--- src/rtl/kmeans_pkg.sv ---
// Shared definitions for the k-means accumulator bank: FSM states, channel packing helper
// and default pixel geometry.
package kmeans_pkg;

    localparam int DEF_DW = 8;
    localparam int DEF_CH = 3;

    typedef enum logic [1:0] {
        ACCUM  = 2'd0,
        DIVIDE = 2'd1,
        OUTPUT = 2'd2
    } state_e;

    // Channel 0 sits in the MSBs, so channel idx starts (ch-1-idx) slots above bit 0.
    function automatic int ch_lsb(input int idx, input int ch, input int dw);
        return (ch - 1 - idx) * dw;
    endfunction

endpackage

--- src/rtl/seq_divider.sv ---
// Unsigned restoring divider: one load cycle, then one quotient bit per cycle (AW cycles).
// Only the low QW quotient bits leave the block.
module seq_divider #(
    parameter int AW = 24,
    parameter int CW = 12,
    parameter int QW = 8
) (
    input  logic          clk,
    input  logic          reset,
    input  logic          clear,
    input  logic          start,
    input  logic [AW-1:0] dividend,
    input  logic [CW-1:0] divisor,
    output logic          done,
    output logic [QW-1:0] quotient
);

    localparam int NW = (AW > 1) ? $clog2(AW) : 1;

    logic [AW-1:0] quo_r;
    logic [CW-1:0] rem_r;
    logic [CW-1:0] dvs_r;
    logic [NW-1:0] cnt_r;
    logic          run_r;
    logic          done_r;
    logic [CW:0]   rem_shift_s;
    logic [CW-1:0] rem_sub_s;
    logic          ge_s;

    // Trial subtraction; the remainder stays below the divisor, so CW bits hold the result.
    always_comb begin
        rem_shift_s = {rem_r, quo_r[AW-1]};
        ge_s        = (rem_shift_s >= {1'b0, dvs_r});
        rem_sub_s   = rem_shift_s[CW-1:0] - dvs_r;
    end

    // Dividend shifts out of quo_r while quotient bits shift in.
    always_ff @(posedge clk or negedge reset) begin
        if (!reset) begin
            quo_r  <= {AW{1'b0}};
            rem_r  <= {CW{1'b0}};
            dvs_r  <= {CW{1'b0}};
            cnt_r  <= {NW{1'b0}};
            run_r  <= 1'b0;
            done_r <= 1'b0;
        end else if (clear) begin
            quo_r  <= {AW{1'b0}};
            rem_r  <= {CW{1'b0}};
            dvs_r  <= {CW{1'b0}};
            cnt_r  <= {NW{1'b0}};
            run_r  <= 1'b0;
            done_r <= 1'b0;
        end else if (run_r) begin
            quo_r  <= {quo_r[AW-2:0], ge_s};
            rem_r  <= ge_s ? rem_sub_s : rem_shift_s[CW-1:0];
            cnt_r  <= cnt_r - 1'b1;
            run_r  <= (cnt_r != {NW{1'b0}});
            done_r <= (cnt_r == {NW{1'b0}});
        end else if (start) begin
            quo_r  <= dividend;
            rem_r  <= {CW{1'b0}};
            dvs_r  <= divisor;
            cnt_r  <= NW'(AW - 1);
            run_r  <= 1'b1;
            done_r <= 1'b0;
        end else begin
            done_r <= 1'b0;
        end
    end

    assign done     = done_r;
    assign quotient = quo_r[QW-1:0];

endmodule

--- src/rtl/cluster_accum_bank.sv ---
// K-way k-means accumulator bank: per-cluster channel sums and pixel counts, then a
// sequential divide pass that streams one mean per cluster through a shared divider.
module cluster_accum_bank
    import kmeans_pkg::*;
#(
    parameter int K  = 4,
    parameter int CH = DEF_CH,
    parameter int DW = DEF_DW,
    parameter int CW = 12,
    parameter int AW = 24,
    parameter int KW = $clog2(K)
) (
    input  logic             clk,
    input  logic             reset,
    input  logic             clear,
    input  logic             pix_valid,
    output logic             pix_ready,
    input  logic [CH*DW-1:0] pix_data,
    input  logic [KW-1:0]    pix_cluster,
    input  logic             finish,
    output logic             mean_valid,
    output logic [KW-1:0]    mean_cluster,
    output logic [CH*DW-1:0] mean_data,
    output logic             mean_empty,
    output logic             busy,
    output logic             done,
    output logic             overflow
);

    localparam int CHW = (CH > 1) ? $clog2(CH) : 1;

    if (AW < DW + CW) begin : g_bad_aw
        $error("cluster_accum_bank: AW must be at least DW+CW");
    end
    if (K < 2) begin : g_bad_k
        $error("cluster_accum_bank: K must be at least 2");
    end

    state_e           state_r, state_n;
    logic [AW-1:0]    acc_r [K][CH];
    logic [CW-1:0]    cnt_r [K];
    logic [KW-1:0]    clu_r;
    logic [CHW-1:0]   ch_r;
    logic             seq_r;
    logic [CH*DW-1:0] buf_r, buf_n_s;

    logic             xfer_s, idx_ok_s, sat_s, drop_s, flush_s;
    logic             empty_s, last_clu_s, div_last_s;
    logic             start_s, div_done_s;
    logic [CHW-1:0]   div_ch_s;
    logic [DW-1:0]    quotient_s;

    logic             pix_ready_r, pix_ready_n;
    logic             mean_valid_r, mean_valid_n;
    logic [KW-1:0]    mean_cluster_r, mean_cluster_n;
    logic [CH*DW-1:0] mean_data_r, mean_data_n;
    logic             mean_empty_r, mean_empty_n;
    logic             busy_r, busy_n;
    logic             done_r, done_n;
    logic             overflow_r, overflow_n;

    // A power-of-two K makes every index legal; otherwise indices >= K are discarded.
    if ((1 << KW) == K) begin : g_idx_full
        assign idx_ok_s = 1'b1;
    end else begin : g_idx_cmp
        assign idx_ok_s = (pix_cluster < KW'(K));
    end

    assign xfer_s     = pix_valid && pix_ready_r;
    assign sat_s      = idx_ok_s && (cnt_r[pix_cluster] == {CW{1'b1}});
    assign drop_s     = xfer_s && sat_s;
    assign flush_s    = (state_r == OUTPUT) && last_clu_s;
    assign empty_s    = (cnt_r[clu_r] == {CW{1'b0}});
    assign last_clu_s = (clu_r == KW'(K - 1));
    assign div_last_s = (ch_r == CHW'(CH - 1));

    // Next channel starts in the same cycle the previous quotient arrives.
    assign start_s  = (state_r == DIVIDE) && !empty_s &&
                      (!seq_r || (div_done_s && !div_last_s));
    assign div_ch_s = div_done_s ? (ch_r + 1'b1) : ch_r;

    seq_divider #(
        .AW(AW),
        .CW(CW),
        .QW(DW)
    ) u_div (
        .clk      (clk),
        .reset    (reset),
        .clear    (clear),
        .start    (start_s),
        .dividend (acc_r[clu_r][div_ch_s]),
        .divisor  (cnt_r[clu_r]),
        .done     (div_done_s),
        .quotient (quotient_s)
    );

    // Per-cluster sums and counts; a saturated counter freezes its cluster.
    always_ff @(posedge clk or negedge reset) begin
        if (!reset) begin
            for (int k = 0; k < K; k++) begin
                cnt_r[k] <= {CW{1'b0}};
                for (int c = 0; c < CH; c++) acc_r[k][c] <= {AW{1'b0}};
            end
        end else if (clear || flush_s) begin
            for (int k = 0; k < K; k++) begin
                cnt_r[k] <= {CW{1'b0}};
                for (int c = 0; c < CH; c++) acc_r[k][c] <= {AW{1'b0}};
            end
        end else if (xfer_s && idx_ok_s && !sat_s) begin
            cnt_r[pix_cluster] <= cnt_r[pix_cluster] + 1'b1;
            for (int c = 0; c < CH; c++) begin
                acc_r[pix_cluster][c] <= acc_r[pix_cluster][c] +
                    {{(AW-DW){1'b0}}, pix_data[ch_lsb(c, CH, DW) +: DW]};
            end
        end
    end

    // Collects each channel quotient into its packed slot as it completes.
    always_comb begin
        buf_n_s = buf_r;
        if (div_done_s) begin
            buf_n_s[ch_lsb(int'(ch_r), CH, DW) +: DW] = quotient_s;
        end else begin
            buf_n_s = buf_r;
        end
    end

    // State register.
    always_ff @(posedge clk or negedge reset) begin
        if (!reset) begin
            state_r <= ACCUM;
        end else if (clear) begin
            state_r <= ACCUM;
        end else begin
            state_r <= state_n;
        end
    end

    // Next-state logic; finish is only honoured while accumulating.
    always_comb begin
        state_n = state_r;
        case (state_r)
            ACCUM:   state_n = finish ? DIVIDE : ACCUM;
            DIVIDE: begin
                if (empty_s || (div_done_s && div_last_s)) state_n = OUTPUT;
                else                                      state_n = DIVIDE;
            end
            OUTPUT:  state_n = last_clu_s ? ACCUM : DIVIDE;
            default: state_n = ACCUM;
        endcase
    end

    // Cluster/channel sequencing for the divide pass.
    always_ff @(posedge clk or negedge reset) begin
        if (!reset) begin
            clu_r <= {KW{1'b0}};
            ch_r  <= {CHW{1'b0}};
            seq_r <= 1'b0;
            buf_r <= {(CH*DW){1'b0}};
        end else if (clear) begin
            clu_r <= {KW{1'b0}};
            ch_r  <= {CHW{1'b0}};
            seq_r <= 1'b0;
            buf_r <= {(CH*DW){1'b0}};
        end else begin
            buf_r <= buf_n_s;
            case (state_r)
                DIVIDE: begin
                    seq_r <= seq_r | start_s;
                    if (div_done_s) ch_r <= ch_r + 1'b1;
                end
                OUTPUT: begin
                    clu_r <= clu_r + 1'b1;
                    ch_r  <= {CHW{1'b0}};
                    seq_r <= 1'b0;
                end
                default: begin
                    clu_r <= {KW{1'b0}};
                    ch_r  <= {CHW{1'b0}};
                    seq_r <= 1'b0;
                end
            endcase
        end
    end

    // Next values of the registered outputs; results hold until the next one.
    always_comb begin
        mean_valid_n = (state_r == DIVIDE) && (state_n == OUTPUT);
        done_n       = mean_valid_n && last_clu_s;
        busy_n       = (state_n != ACCUM);
        pix_ready_n  = (state_n == ACCUM);
        overflow_n   = overflow_r | drop_s;
        if (mean_valid_n) begin
            mean_cluster_n = clu_r;
            mean_empty_n   = empty_s;
            mean_data_n    = empty_s ? {(CH*DW){1'b0}} : buf_n_s;
        end else begin
            mean_cluster_n = mean_cluster_r;
            mean_empty_n   = mean_empty_r;
            mean_data_n    = mean_data_r;
        end
    end

    // Output registers.
    always_ff @(posedge clk or negedge reset) begin
        if (!reset) begin
            pix_ready_r    <= 1'b1;
            mean_valid_r   <= 1'b0;
            mean_cluster_r <= {KW{1'b0}};
            mean_data_r    <= {(CH*DW){1'b0}};
            mean_empty_r   <= 1'b0;
            busy_r         <= 1'b0;
            done_r         <= 1'b0;
            overflow_r     <= 1'b0;
        end else if (clear) begin
            pix_ready_r    <= 1'b1;
            mean_valid_r   <= 1'b0;
            mean_cluster_r <= {KW{1'b0}};
            mean_data_r    <= {(CH*DW){1'b0}};
            mean_empty_r   <= 1'b0;
            busy_r         <= 1'b0;
            done_r         <= 1'b0;
            overflow_r     <= 1'b0;
        end else begin
            pix_ready_r    <= pix_ready_n;
            mean_valid_r   <= mean_valid_n;
            mean_cluster_r <= mean_cluster_n;
            mean_data_r    <= mean_data_n;
            mean_empty_r   <= mean_empty_n;
            busy_r         <= busy_n;
            done_r         <= done_n;
            overflow_r     <= overflow_n;
        end
    end

    assign pix_ready    = pix_ready_r;
    assign mean_valid   = mean_valid_r;
    assign mean_cluster = mean_cluster_r;
    assign mean_data    = mean_data_r;
    assign mean_empty   = mean_empty_r;
    assign busy         = busy_r;
    assign done         = done_r;
    assign overflow     = overflow_r;

endmodule
--- config.mk ---
export PLATFORM = sky130hd
export DESIGN_NAME = cluster_accum_bank
export DESIGN_NICKNAME = d
export VERILOG_FILES = /design/src/rtl/kmeans_pkg.sv /design/src/rtl/seq_divider.sv /design/src/rtl/cluster_accum_bank.sv
export SDC_FILE = /design/constraint.sdc
export NUM_CORES = 1
export LEC_CHECK = 0
export BUFFER_PORTS_ARGS = -buffer_cell sky130_fd_sc_hd__buf_2
export CAP_MARGIN = 20
export CORE_ASPECT_RATIO = 1.2
export CORE_MARGIN = 3
export CORE_UTILIZATION = 54
export CTS_BUF_LIST = sky130_fd_sc_hd__clkbuf_4 sky130_fd_sc_hd__clkbuf_8
export DETAILED_ROUTE_END_ITERATION = 8
export PLACE_DENSITY = 0.74
export SETUP_SLACK_MARGIN = 0.1
export SLEW_MARGIN = 10
export SYNTH_ARGS = -nofsm -noshare
export SYNTH_HDL_FRONTEND = slang
export SYNTH_HIERARCHICAL = 1
export SYNTH_SLANG_ARGS = --single-unit
--- constraint.sdc ---
create_clock -name clk -period 4 [get_ports clk]
set_input_delay 0.2 -clock clk [delete_from_list [all_inputs] [get_ports clk]]
set_output_delay 0.2 -clock clk [all_outputs]
set_load 0.05 [all_outputs]
# == Yosys cells after proc, flatten, opt, wreduce, memory -nomap -nowiden ==
# Cells that the tools add are included.
# word_totals
ff_bits,454
latchBits,0
ram_bits,0
mem_bits_ro,0
input_bits,31
out_inout_bits,32
elab_cells,170
mem_count,0
# op_classes
addsub,10
n_mul,0
n_div,0
n_lt_le_gt_ge,5
n_eq_ne,8
shifts,2
n_mux,76
bitwise_logic,5
reduce_logical,29
# op_table
op,count
bitwise mux 288 bit,3
two-way mux 288 bit,2
demux 72 bit (select 2 bit),3
two-way mux 72 bit,5
binary-select mux 72 bit (select 2 bit),2
two-way mux 24 bit,11
two-way mux 12 bit,12
two-way mux 48 bit,3
adder 24 x 8 -> 24 bit,3
binary-select mux 12 bit (select 2 bit),2
binary-select mux 24 bit (select 2 bit),1
bitwise mux 48 bit,1
negator 6 -> 33 bit,1
variable shift 8 x 33 -> 24 bit (first input constant),1
indexed part select 8 x 33 -> 24 bit,1
bitwise mux 24 bit,1
demux 12 bit (select 2 bit),1
two-way mux 1 bit,16
two-way mux 2 bit,8
two-way mux 5 bit,3
>= comparator 13 x 12 -> 1 bit,1
adder 12 x 1 -> 12 bit (second input constant),1
== test 12 bit (second input constant),1
logical NOT 12 bit,1
other kinds (22),51

# == Logic depth before layout (Yosys ltp) ==
# Gate-level depths: netlist of run 1.
# depth
word_depth,12
ltp_mapped,17

# == Modules after synthesis ==
# The synthesis of run 1 kept the hierarchy.
# by_module_without_submodules
mod,instances,cells_each,area_each_um2,seq_area_each_um2
cluster_accum_bank,1,1781,20907.6,9960.8
seq_divider,1,370,3255.6,1376.3

# == Worst setup path after synthesis of run 1 ==
# Ideal clock, no wire load.
# synth_path
path_type,input to register
startpoint,input pix_cluster[0]
endpoint,register acc_r[285] (netlist name)
setup_ns,0.132
t_arrival_ns,3.987
setup_slack_ns,-0.120
stages,15
path_buffers,7
cell_sequence,buf_6 buf_12 buf_6 buf_6 buf_6 buf_2 buf_2 mux4_2 ha_1 a211oi_1 nor3_1 nor4_1 nor4_1 xnor2_1 o21ai_0
# synth_via
elab_chain_len,10
word_cells_on_any_way,26
# synth_lines
element,line,rtl
start: declaration,cluster_accum_bank.sv:19,"input logic [KW-1:0] pix_cluster,"
NOT 2 -> 3 bit (not written as such) *,"cluster_accum_bank.sv:70, cluster_accum_bank.sv:112",
binary-select mux 72 bit (select 2 bit) (tied with other cells),cluster_accum_bank.sv:112,acc_r[pix_cluster][c] <= acc_r[pix_cluster][c] +
two-way mux 72 bit (not written as such) or logical AND 1 bit (tied branches),cluster_accum_bank.sv:112,
two-way mux 72 bit (not written as such),cluster_accum_bank.sv:112,
adder 24 x 8 -> 24 bit or demux 72 bit (select 2 bit) (tied branches),cluster_accum_bank.sv:112,
bitwise mux 288 bit (3 in a row),cluster_accum_bank.sv:112,
two-way mux 288 bit,cluster_accum_bank.sv:109,end else if (xfer_s && idx_ok_s && !sat_s) begin
two-way mux 288 bit,cluster_accum_bank.sv:104,end else if (clear || flush_s) begin
end signal: indexed assignment,cluster_accum_bank.sv:112,
end: declaration,cluster_accum_bank.sv:40,logic [AW-1:0] acc_r [K][CH];
# Mark *: on every way between the ends. The rest lies on a longest branch, timed or not. The select of a mux whose other input is x is not followed.
# A chain may end at the register's enable or synchronous reset.

# == Final worst setup path of run 1 ==
# layout_path
startpoint,register clu_r[0]
endpoint,register u_div.dvs_r[2]
# layout_via
elab_chain_len,10
word_cells_on_any_way,13
# layout_lines
element,line,rtl
start: declaration,cluster_accum_bank.sv:42,logic [KW-1:0] clu_r;
start signal: assignment,cluster_accum_bank.sv:156,clu_r <= {KW{1'b0}};
start signal: assignment,cluster_accum_bank.sv:161,clu_r <= {KW{1'b0}};
start signal: assignment,cluster_accum_bank.sv:173,clu_r <= clu_r + 1'b1;
NOT 2 -> 3 bit (not written as such),cluster_accum_bank.sv:73,assign empty_s = (cnt_r[clu_r] == {CW{1'b0}});
binary-select mux 12 bit (select 2 bit),cluster_accum_bank.sv:73,
two-way mux 12 bit (not written as such) (2 in a row),cluster_accum_bank.sv:73,
logical NOT 12 bit,cluster_accum_bank.sv:73,
logical NOT 1 bit,cluster_accum_bank.sv:78,assign start_s = (state_r == DIVIDE) && !empty_s &&
logical AND 1 bit (2 in a row),cluster_accum_bank.sv:78,
via start_s,cluster_accum_bank.sv:49,"logic start_s, div_done_s;"
nonzero test 2 bit (no source line),n/a,
AND reduction 2 bit (no source line),n/a,
end signal: assignment,seq_divider.sv:42,dvs_r <= {CW{1'b0}};
end signal: assignment,seq_divider.sv:49,dvs_r <= {CW{1'b0}};
end signal: assignment,seq_divider.sv:62,dvs_r <= divisor;
end: declaration,seq_divider.sv:22,logic [CW-1:0] dvs_r;
# The timed path passes the listed nets, and every way through them passes these cells. The select of a mux whose other input is x is not followed.

==> impl_metrics.yaml, run 1 <==
status:
  status: "finished, final reports clean"
sta:
  finalHoldViolCount: 0
  finalCritPeriodShare: 0.824
  finalSetupTns_ns: 0
  slew_viol_final: 0
  max-slew-margin-rel: 0.292
  clock_skew_ns: 0.0252
  rsz0062_at_grt: "false"
  min_period_ns: 3.30
  fmax_mhz: 303
  worst_pin_slew_ns: 1.06
  setup_viol_count_final: 0
layout:
  final_common_cell: "dfrtp_1"
  n_antenna_cell: 0
  drive_above_1_share: 0.201
  layout_common_cells: "449 x dfrtp_1, 304 x nand2_1, 272 x o21ai_0"
  areaGrowthSynthToFinish_pct: 10.7
  final_nets: 2266
  fin_area_um2: 26700
  fillCellCount: 3461
floorplan:
  floorplan.initialDensity: 0.549
  dieHeight_um: 238
  die_w_um: 199
  dieArea_um2: 47300
  io_pins: 63
  row_count: 84
  coreArea_um2: 44000
synth:
  ys_seq_elements: 453
  yosys_warnings: 6
  ys_seq_area_frac: 0.469
  yosys.area_share.simple: 0.107
  syn-num-nets: 2231
  synth_mux_area_frac: 0.180
  synth-compound-area-share: 0.145
  dominantRegCellSynth: "dfrtp_1"
  synth_top_area_cell: "dfrtp_1"
  netlist_instances: 2151
  ys_top_cells_by_area: "dfrtp_1 47%, mux4_2 16%, o21ai_0 5.6%"
  syn_area_per_cell_um2: 11.2
  synth_edf_count: 0
  synth-xor-area-share: 0.0312
  async_reset_ff_frac: 1.00
  synth.cell_area_um2: 24200
  synth_top_area_share: 0.468
  synth_top_family_by_area: "multiplexers"
  synth_fa_ha_area_frac: 0.0266
  yosysUniqueCellTypes: 63
worst_setup_path:
  reg2reg_slack_ns: 0.70
  crit_path_start: "clu_r[0]$_DFFE_PN0P_"
  worstSetupPathType: "flip-flop to flip-flop"
  reg2reg_from: "clu_r[0]$_DFFE_PN0P_"
  arrival_ns: 3.77
  cp-start-kind: "flip-flop"
  r2r-end: "u_div/dvs_r[2]$_DFFE_PN0P_"
  endpoint: "u_div/dvs_r[2]$_DFFE_PN0P_"
  r2r_cells: 8
  required_ns: 4.47
  crit_fanout: 19
  cp-end-kind: "flip-flop"
placement:
  dpl_cell_area_um2: 25100
  place.gp.congestion: 0.834
  hpwl_um: 39300
  port_buffers: 62
clocking:
  h-tree-depth: 3
  clk_pin_slew_ns: 0.07
  clkLatencyLatePin_ns: 0.64
  cts-hold-fix-buffers: 1
  cts_setup_buffers: 0
  clock-sinks: 453
  cts_tree: "done"
  cts.repair.resized: 0
  cts_root_buf: "clkbuf_8"
  cts.path.max_buffers: 3
  numCtsBuffers: 75
global_route:
  grt_usage: 0.271
  grt_max_degree: 114
  grt_pass1_wl_um: 102000
  grt-ovfl-total: 0
  antenna_found_initial: 2
  first_global_vias: 18900
pwr:
  p_leak_uw: 0.0114
  p_switching_uw: 2460
  pwr-share-clk: 0.453
  p_seq_frac: 0.473
  p_int_uw: 7430
  p_comb_frac: 0.074
  ir_worst_vdd_v: 0.000289
  p_sw_frac: 0.249
  power_density_nw_per_um2: 370
route:
  antenna_left: 0
  met2_length_um: 31000
  m1WireLength_um: 24800
  vias: 18200
  routed_wl_um: 63100
  post_drt_wl_per_cell_um: 22.5
  drc_errors: 0
  top_layer: "met5"
  first_pass_iters: 7
  drt-initial-drc-count: 1495
  viasPerCell: 6.47
  met3_length_um: 5630
min_path:
  hold_path.class: "primary input to flip-flop"
  hold_start: "finish"
run:
  cap_violations: 0
-- worst min-delay path by stage --
stage | cells past startpoint | slack, ns | endpoint
after floorplan | 0 | -0.1 | acc_r[0]$_DFFE_PN0P_
after global placement | 1 | 0.34 | u_div/rem_r[7]$_DFFE_PN0P_
after detailed placement | 1 | 0.35 | u_div/rem_r[7]$_DFFE_PN0P_
after CTS | 3 | 0.0008 | acc_r[264]$_DFFE_PN0P_
after global routing | 3 | 0.03 | acc_r[168]$_DFFE_PN0P_
final | 5 | 0.03 | state_r[0]$_DFF_PN0_
-- cells in the mapped netlist (12+ instances only) --
master	instances
xnor2_1	58
ha_1	45
nand2_1	308
a22oi_1	24
o21ai_0	272
buf_2	58
buf_6	15
nor2_1	117
a21oi_1	67
nor4_1	14
a22o_1	128
nand3_1	47
clkbuf_1	65
mux4_2	168
nor2b_1	12
and2_1	12
a211oi_1	12
buf_4	14
nor3_1	26
nand4_1	12
dfrtp_1	452
mux2i_1	57
xor2_1	28
inv_1	32
-- registers in the layout (all words and copies together) (netlist names), 2 cells and up --
name          count
cnt_r            48
clu_r             2
u_div/quo_r      24
u_div/cnt_r       5
mean_cluster      2
mean_data        24
u_div/dvs_r      12
ch_r              2
buf_r            23
acc_r           288
state_r           2
u_div/rem_r      12
-- through the flow --
step           hold WS (ns)  instances  setup slack, ns   util  total power, µW
2_1_floorplan       -0.0956       2151            0.158      -             5180
3_3_place_gp          0.338       2666            0.436  0.569             5460
3_5_place_dp          0.351       2667            0.352  0.569             5480
4_1_cts            0.000763       2806            0.703  0.607             9940
5_1_grt              0.0342       2806            0.517  0.607            10200
6_report             0.0289       2806            0.702  0.607             9890
-- critical path, stage by stage (launching register included) --
cell and delay, ns:
dfrtp_4 0.69, mux4_2 0.58, nor4_1 0.61, and3_1 0.44, a211oi_4 0.13, buf_8 0.18, nor2b_1 0.26, nand2_1 0.17
a21oi_1 0.07
-- kinds of logic after synthesis --
group | count (synthesis)
fa+ha+maj | 49
mux | 225
xor+xnor | 86
buf+inv | 193
simple gates | 591
compound gates | 554
flops | 453
-- power groups by stage --
stage               combinational, µW  sequential [µW]  clock, µW
floorplan                         435             4750          0
global placement                  711             4750          0
detailed placement                726             4760          0
CTS                               730             4670       4530
global route                      790             4680       4780
finish                            732             4680       4480
-- final cells by class --
type	count	area (µm²)	share of cell area
Clock buffer	120	1490	0.0557
Clock inverter	18	181	0.00679
Inverter	32	120	0.00449
Multi-Input combinational cell	1505	12000	0.447
Sequential cell	453	11300	0.424
Tap cell	559	699	0.0262
Timing Repair Buffer	119	942	0.0352
-- routing by layer --
metal,track usage,up-vias
met5,0,-
met4,0.0999,4
met3,0.0638,153
met2,0.443,828
met1,0.357,9180
li1,-,8003
Power figures use the tool's default switching activity.
==> run 2, diff against run 1 <==
Settings changed: PLACE_DENSITY 0.74 to 0.77.
Clock period 4 ns to 2.9 ns, I/O delays scaled along.
==> impl_metrics.yaml, run 2 (same netlist as run 1, synthesis figures left out) <==
route:
  viasPerCell: 6.55
  vias: 19000
  routed_wl_um: 68100
  post_drt_wl_per_cell_um: 23.4
  drc_errors: 0
  first_pass_iters: 5
  antenna_left: 0
  drt-initial-drc-count: 2045
worst_setup_path:
  cp-end-kind: "flip-flop"
  worstSetupPathType: "flip-flop to flip-flop"
  crit_fanout: 6
  cpLargestDelayFamily: "multiplexers"
  required_ns: 3.41
  slowest_stage: "mux4_2"
  reg2reg_slack_ns: 0.1
  r2r_cells: 9
  cpPeakStageDelay_ns: 0.51
  worstPathBufferInverterCount: 1
  cp-start-kind: "flip-flop"
  path_depth: 9
  cp_cell_sequence: "mux4_2, ha_4, o211ai_1, or3_4, a211oi_4, buf_12, nand2_1, xor2_1, o21ai_0"
  arrival_ns: 3.31
placement:
  dp_cells: 2752
  port_buffers: 62
  hpwl_um: 42700
  place.gp.congestion: 0.881
  dpl_cell_area_um2: 26700
layout:
  final_common_cell: "dfrtp_1"
  layout_common_cells: "449 x dfrtp_1, 303 x nand2_1, 168 x mux4_2"
  areaGrowthSynthToFinish_pct: 19.1
  final_nets: 2373
  top_register: "acc_r"
  drive_above_1_share: 0.279
  final_util: 0.654
  layoutNonFillerInstCount: 2905
  reg_top3: "acc_r: 288 flops, cnt_r: 48 flops"
  fin_area_um2: 28800
  fillCellCount: 3113
  largest_reg_flops: 288
sta:
  setup_viol_count_final: 0
  rsz0062_at_grt: "true"
  slew_viol_final: 0
  fmax_mhz: 357
  worst_pin_slew_ns: 1.01
  min_period_ns: 2.80
  max-slew-margin-rel: 0.321
  finalSetupTns_ns: 0
  finalCritPeriodShare: 0.966
  finalHoldViolCount: 0
  clock_skew_ns: 0.0284
pwr:
  p_leak_uw: 0.0121
  p_int_uw: 10100
  p_seq_frac: 0.477
  p_comb_frac: 0.093
  p_switching_uw: 3430
  power_density_nw_per_um2: 469
  ir_worst_vdd_v: 0.000315
  p_sw_frac: 0.255
  power.total_uw: 13500
  pwr-share-clk: 0.430
floorplan:
  io_pins: 63
  dieArea_um2: 47300
  dieHeight_um: 238
  coreArea_um2: 44000
  floorplan.initialDensity: 0.549
  row_count: 84
  die_w_um: 199
global_route:
  grt_pass1_wl_um: 107000
  grt-ovfl-total: 0
  grt_max_degree: 76
  antenna_found_initial: 0
  grt_usage: 0.288
  first_global_vias: 19900
status:
  status: "finished, final reports clean"
clocking:
  cts.path.max_buffers: 3
  cts_tree: "done"
  cts_root_buf: "clkbuf_8"
  clkLatencyLatePin_ns: 0.66
  numCtsBuffers: 75
  h-tree-depth: 3
  clock-sinks: 453
  clk_pin_slew_ns: 0.06
run:
  cap_violations: 0
min_path:
  hold_path.class: "primary input to asynchronous set/reset pin"
[run 2: changes by cell type in the layout (fill, tap and decap cells not counted), sizes merged]
cell / before / now
dlygate4sd3: 1 / 8
inv: 33 / 34
clkinv: 9 / 10
bufinv: 3 / 1
clkbuf: 120 / 115
clkinvlp: 5 / 3
buf: 118 / 216
diode: 0 / 1
[run 2: power groups by stage]
stage	combinational (µW)	clock [µW]	sequential (µW)
after floorplan	684	0	6550
after global placement	1180	0	6550
after detailed placement	1210	0	6550
after CTS	1220	5860	6440
after global routing	1340	6200	6440
final	1260	5800	6440
[run 2: final cells by class]
| class | count | area [µm²] | area share |
|---|---|---|---|
| inverter | 32 | 120 | 0.00417 |
| sequential | 453 | 11300 | 0.394 |
| tap | 559 | 699 | 0.0243 |
| antenna | 1 | 2.50 | 0.0000870 |
| timing repair buffer | 226 | 2200 | 0.0766 |
| clock inverter | 16 | 123 | 0.00426 |
| multi-input combinational | 1505 | 12900 | 0.447 |
| clock buffer | 113 | 1410 | 0.0490 |
[run 2: worst paths after layout]
check | from | endpoint
max | acc_r[27]$_DFFE_PN0P_ | acc_r[261]$_DFFE_PN0P_
min | reset | u_div/rem_r[11]$_DFFE_PN0P_
max reg2reg | acc_r[27]$_DFFE_PN0P_ | acc_r[261]$_DFFE_PN0P_
min reg2reg | mean_data[19]$_DFFE_PN0P_ | mean_data[19]$_DFFE_PN0P_
max in group asynchronous | reset | acc_r[74]$_DFFE_PN0P_
min in group clk | pix_data[1] | acc_r[217]$_DFFE_PN0P_
[run 2: stage by stage]
stage / setup WS, ns / hold WS (ns)
3_5_place_dp: -0.0928 / 0.170
5_1_grt: 0.0126 / 0.0721
4_1_cts: 0.0751 / 0.0322
2_1_floorplan: -0.425 / -0.151
6_report: 0.0987 / 0.0654
3_3_place_gp: -0.0253 / 0.169
[run 2: layer usage]
layer / vias up / share of wire / track usage
li1: 8210 / - / -
met1: 9649 / 0.38 / 0.372
met2: 957 / 0.50 / 0.482
met3: 221 / 0.084 / 0.0520
met4: 0 / 0.043 / 0.123
met5: - / 0 / 0
[run 2: repair_timing]
| item | CTS | global route |
|---|---|---|
| buffers inserted | 3 | 9 |
| gates resized for setup | 4 | 49 |
| hold buffers | 8 | 0 |
| hold endpoints to repair | 280 | 0 |
| pin swaps | 2 | 27 |
| setup endpoints to repair | 64 | 143 |
| cloned | 0 | 3 |
==> run 3, diff against run 2 <==
Settings changed: CORE_ASPECT_RATIO 1.2 to 0.6, SETUP_SLACK_MARGIN 0.1 to 0.5.
==> impl_metrics.yaml, run 3 (same netlist as run 1, synthesis figures left out) <==
worst_setup_path:
  arrival_ns: 3.55
  worstPathBufferInverterCount: 4
  r2r_cells: 12
  cp_cell_sequence: "mux4_2, buf_4, inv_2, fa_2, nor2b_2, o31a_1, o22ai_4, buf_12, buf_6, nor2_4, xnor2_2, o21ai_1"
  reg2reg_from: "acc_r[97]$_DFFE_PN0P_"
  cpLargestDelayFamily: "compound AO/OA/AOI/OAI gates"
  slowest_stage: "mux4_2"
  cp-end-kind: "flip-flop"
  crit_fanout: 8
  reg2reg_slack_ns: -0.14
  required_ns: 3.40
  cpPeakStageDelay_ns: 0.57
  r2r-end: "acc_r[108]$_DFFE_PN0P_"
  worstSetupPathType: "flip-flop to flip-flop"
  cp-start-kind: "flip-flop"
clocking:
  cts_root_buf: "clkbuf_8"
  h-tree-depth: 3
  clkLatencyLatePin_ns: 0.65
  clock-sinks: 453
  cts.path.max_buffers: 3
  clk_pin_slew_ns: 0.08
  numCtsBuffers: 66
  cts_tree: "done"
pwr:
  ir_worst_vdd_v: 0.000539
  p_leak_uw: 0.0133
  power_density_nw_per_um2: 442
floorplan:
  io_pins: 63
  dieHeight_um: 170
  dieArea_um2: 47400
  die_w_um: 279
  coreArea_um2: 43800
  row_count: 59
  floorplan.initialDensity: 0.552
route:
  viasPerCell: 7.10
  first_pass_iters: 7
  m1WireLength_um: 31200
  met3_length_um: 13900
  vias: 21700
  drt-initial-drc-count: 3317
  routed_wl_um: 87200
  antenna_left: 0
  met2_length_um: 37500
  top_layer: "met5"
  post_drt_wl_per_cell_um: 28.6
  drc_errors: 0
layout:
  fillCellCount: 2652
  top_register: "acc_r"
  layout_common_cells: "449 x dfrtp_1, 298 x nand2_1, 196 x buf_4"
  seq_area_um2: 11300
  fin_area_um2: 30900
  multi_input_area_um2: 13600
  drive_above_1_share: 0.353
  largest_reg_flops: 288
  reg_top3: "acc_r: 288 flops, cnt_r: 48 flops"
  final_nets: 2510
  areaGrowthSynthToFinish_pct: 27.8
  final_common_cell: "dfrtp_1"
placement:
  port_buffers: 62
  hpwl_um: 45200
  dpl_cell_area_um2: 26800
  place.gp.congestion: 0.921
global_route:
  first_global_vias: 20500
  grt_usage: 0.319
  grt_pass1_wl_um: 118000
  antenna_found_initial: 5
  grt_max_degree: 96
  grt-ovfl-total: 0
sta:
  finalHoldViolCount: 0
  finalSetupTns_ns: -2.20
  finalCritPeriodShare: 1.05
  worst_pin_slew_ns: 0.933
  slew_viol_final: 0
  rsz0062_at_grt: "true"
  layout_setup_ws_ns: -0.143
  min_period_ns: 3.04
  clock_skew_ns: 0.0390
  max-slew-margin-rel: 0.373
  timing.hold.ws_ns: 0.0809
  setup_viol_count_final: 48
  fmax_mhz: 329
min_path:
  hold-path-endpoint: "overflow$_DFF_PN0_"
  hold_path_depth: 5
  hold_start: "pix_valid"
  hold_path.class: "primary input to flip-flop"
run:
  cap_violations: 0
status:
  status: "finished with violations"
  violations: "negative setup slack"
-- run 3: layout make-up --
type                       instances  area share
multi-input combinational       1506       0.440
antenna                            3    0.000243
tap                              579      0.0235
clock inverter                    10     0.00304
clock buffer                     101      0.0410
timing repair buffer             371       0.121
sequential                       453       0.367
inverter                          32     0.00389
-- run 3: layer usage --
metal	track usage	vias up
li1	-	8485
met1	0.456	10700
met2	0.463	1975
met3	0.108	521
met4	0.109	2
met5	0	-
-- run 3: tightest hold or removal path: stages --
cell	delay, ns
buf_2	0.14
nand2_1	0.12
nor2_1	0.10
nor2_1	0.11
nor2_1	0.05
-- run 3: power breakdown --
part / total (µW) / leakage, µW / internal (µW) / switching, µW
Sequential: 6440 / 0.00630 / 6380 / 57.3
Combinational: 1670 / 0.00629 / 675 / 999
Clock: 5530 / 0.000714 / 2880 / 2660
-- run 3: timing repair --
item / CTS / global route
buffers inserted: 83 / 56
pin swaps: 78 / 131
endpoints found under the hold margin: 101 / 0
cloned: 6 / 12
gates resized for setup: 99 / 158
hold buffers: 6 / 0
endpoints found under the setup margin: 421 / 427
-- run 3: worst max-delay path by stage --
| stage | start | endpoint | slack [ns] | cells after the start |
|---|---|---|---|---|
| finish | acc_r[97]$_DFFE_PN0P_ | acc_r[108]$_DFFE_PN0P_ | -0.14 | 12 |
| global route | acc_r[97]$_DFFE_PN0P_ | acc_r[108]$_DFFE_PN0P_ | -0.17 | 12 |
| CTS | clu_r[0]$_DFFE_PN0P_ | u_div/quo_r[14]$_DFFE_PN0P_ | 0.1 | 12 |
| detailed placement | pix_cluster[0] | acc_r[276]$_DFFE_PN0P_ | -0.29 | 11 |
| global placement | pix_cluster[0] | acc_r[286]$_DFFE_PN0P_ | -0.16 | 11 |
| floorplan | pix_cluster[0] | acc_r[43]$_DFFE_PN0P_ | -0.42 | 15 |
-- run 3: metrics by stage --
step,setup WS [ns],cells,power [µW],util
after global placement,-0.159,2778,7730,0.612
after global routing,-0.171,3053,14000,0.705
after detailed placement,-0.292,2778,7760,0.612
after CTS,0.0974,2984,13300,0.675
after floorplan,-0.425,2151,7260,-
final,-0.143,3055,13600,0.705
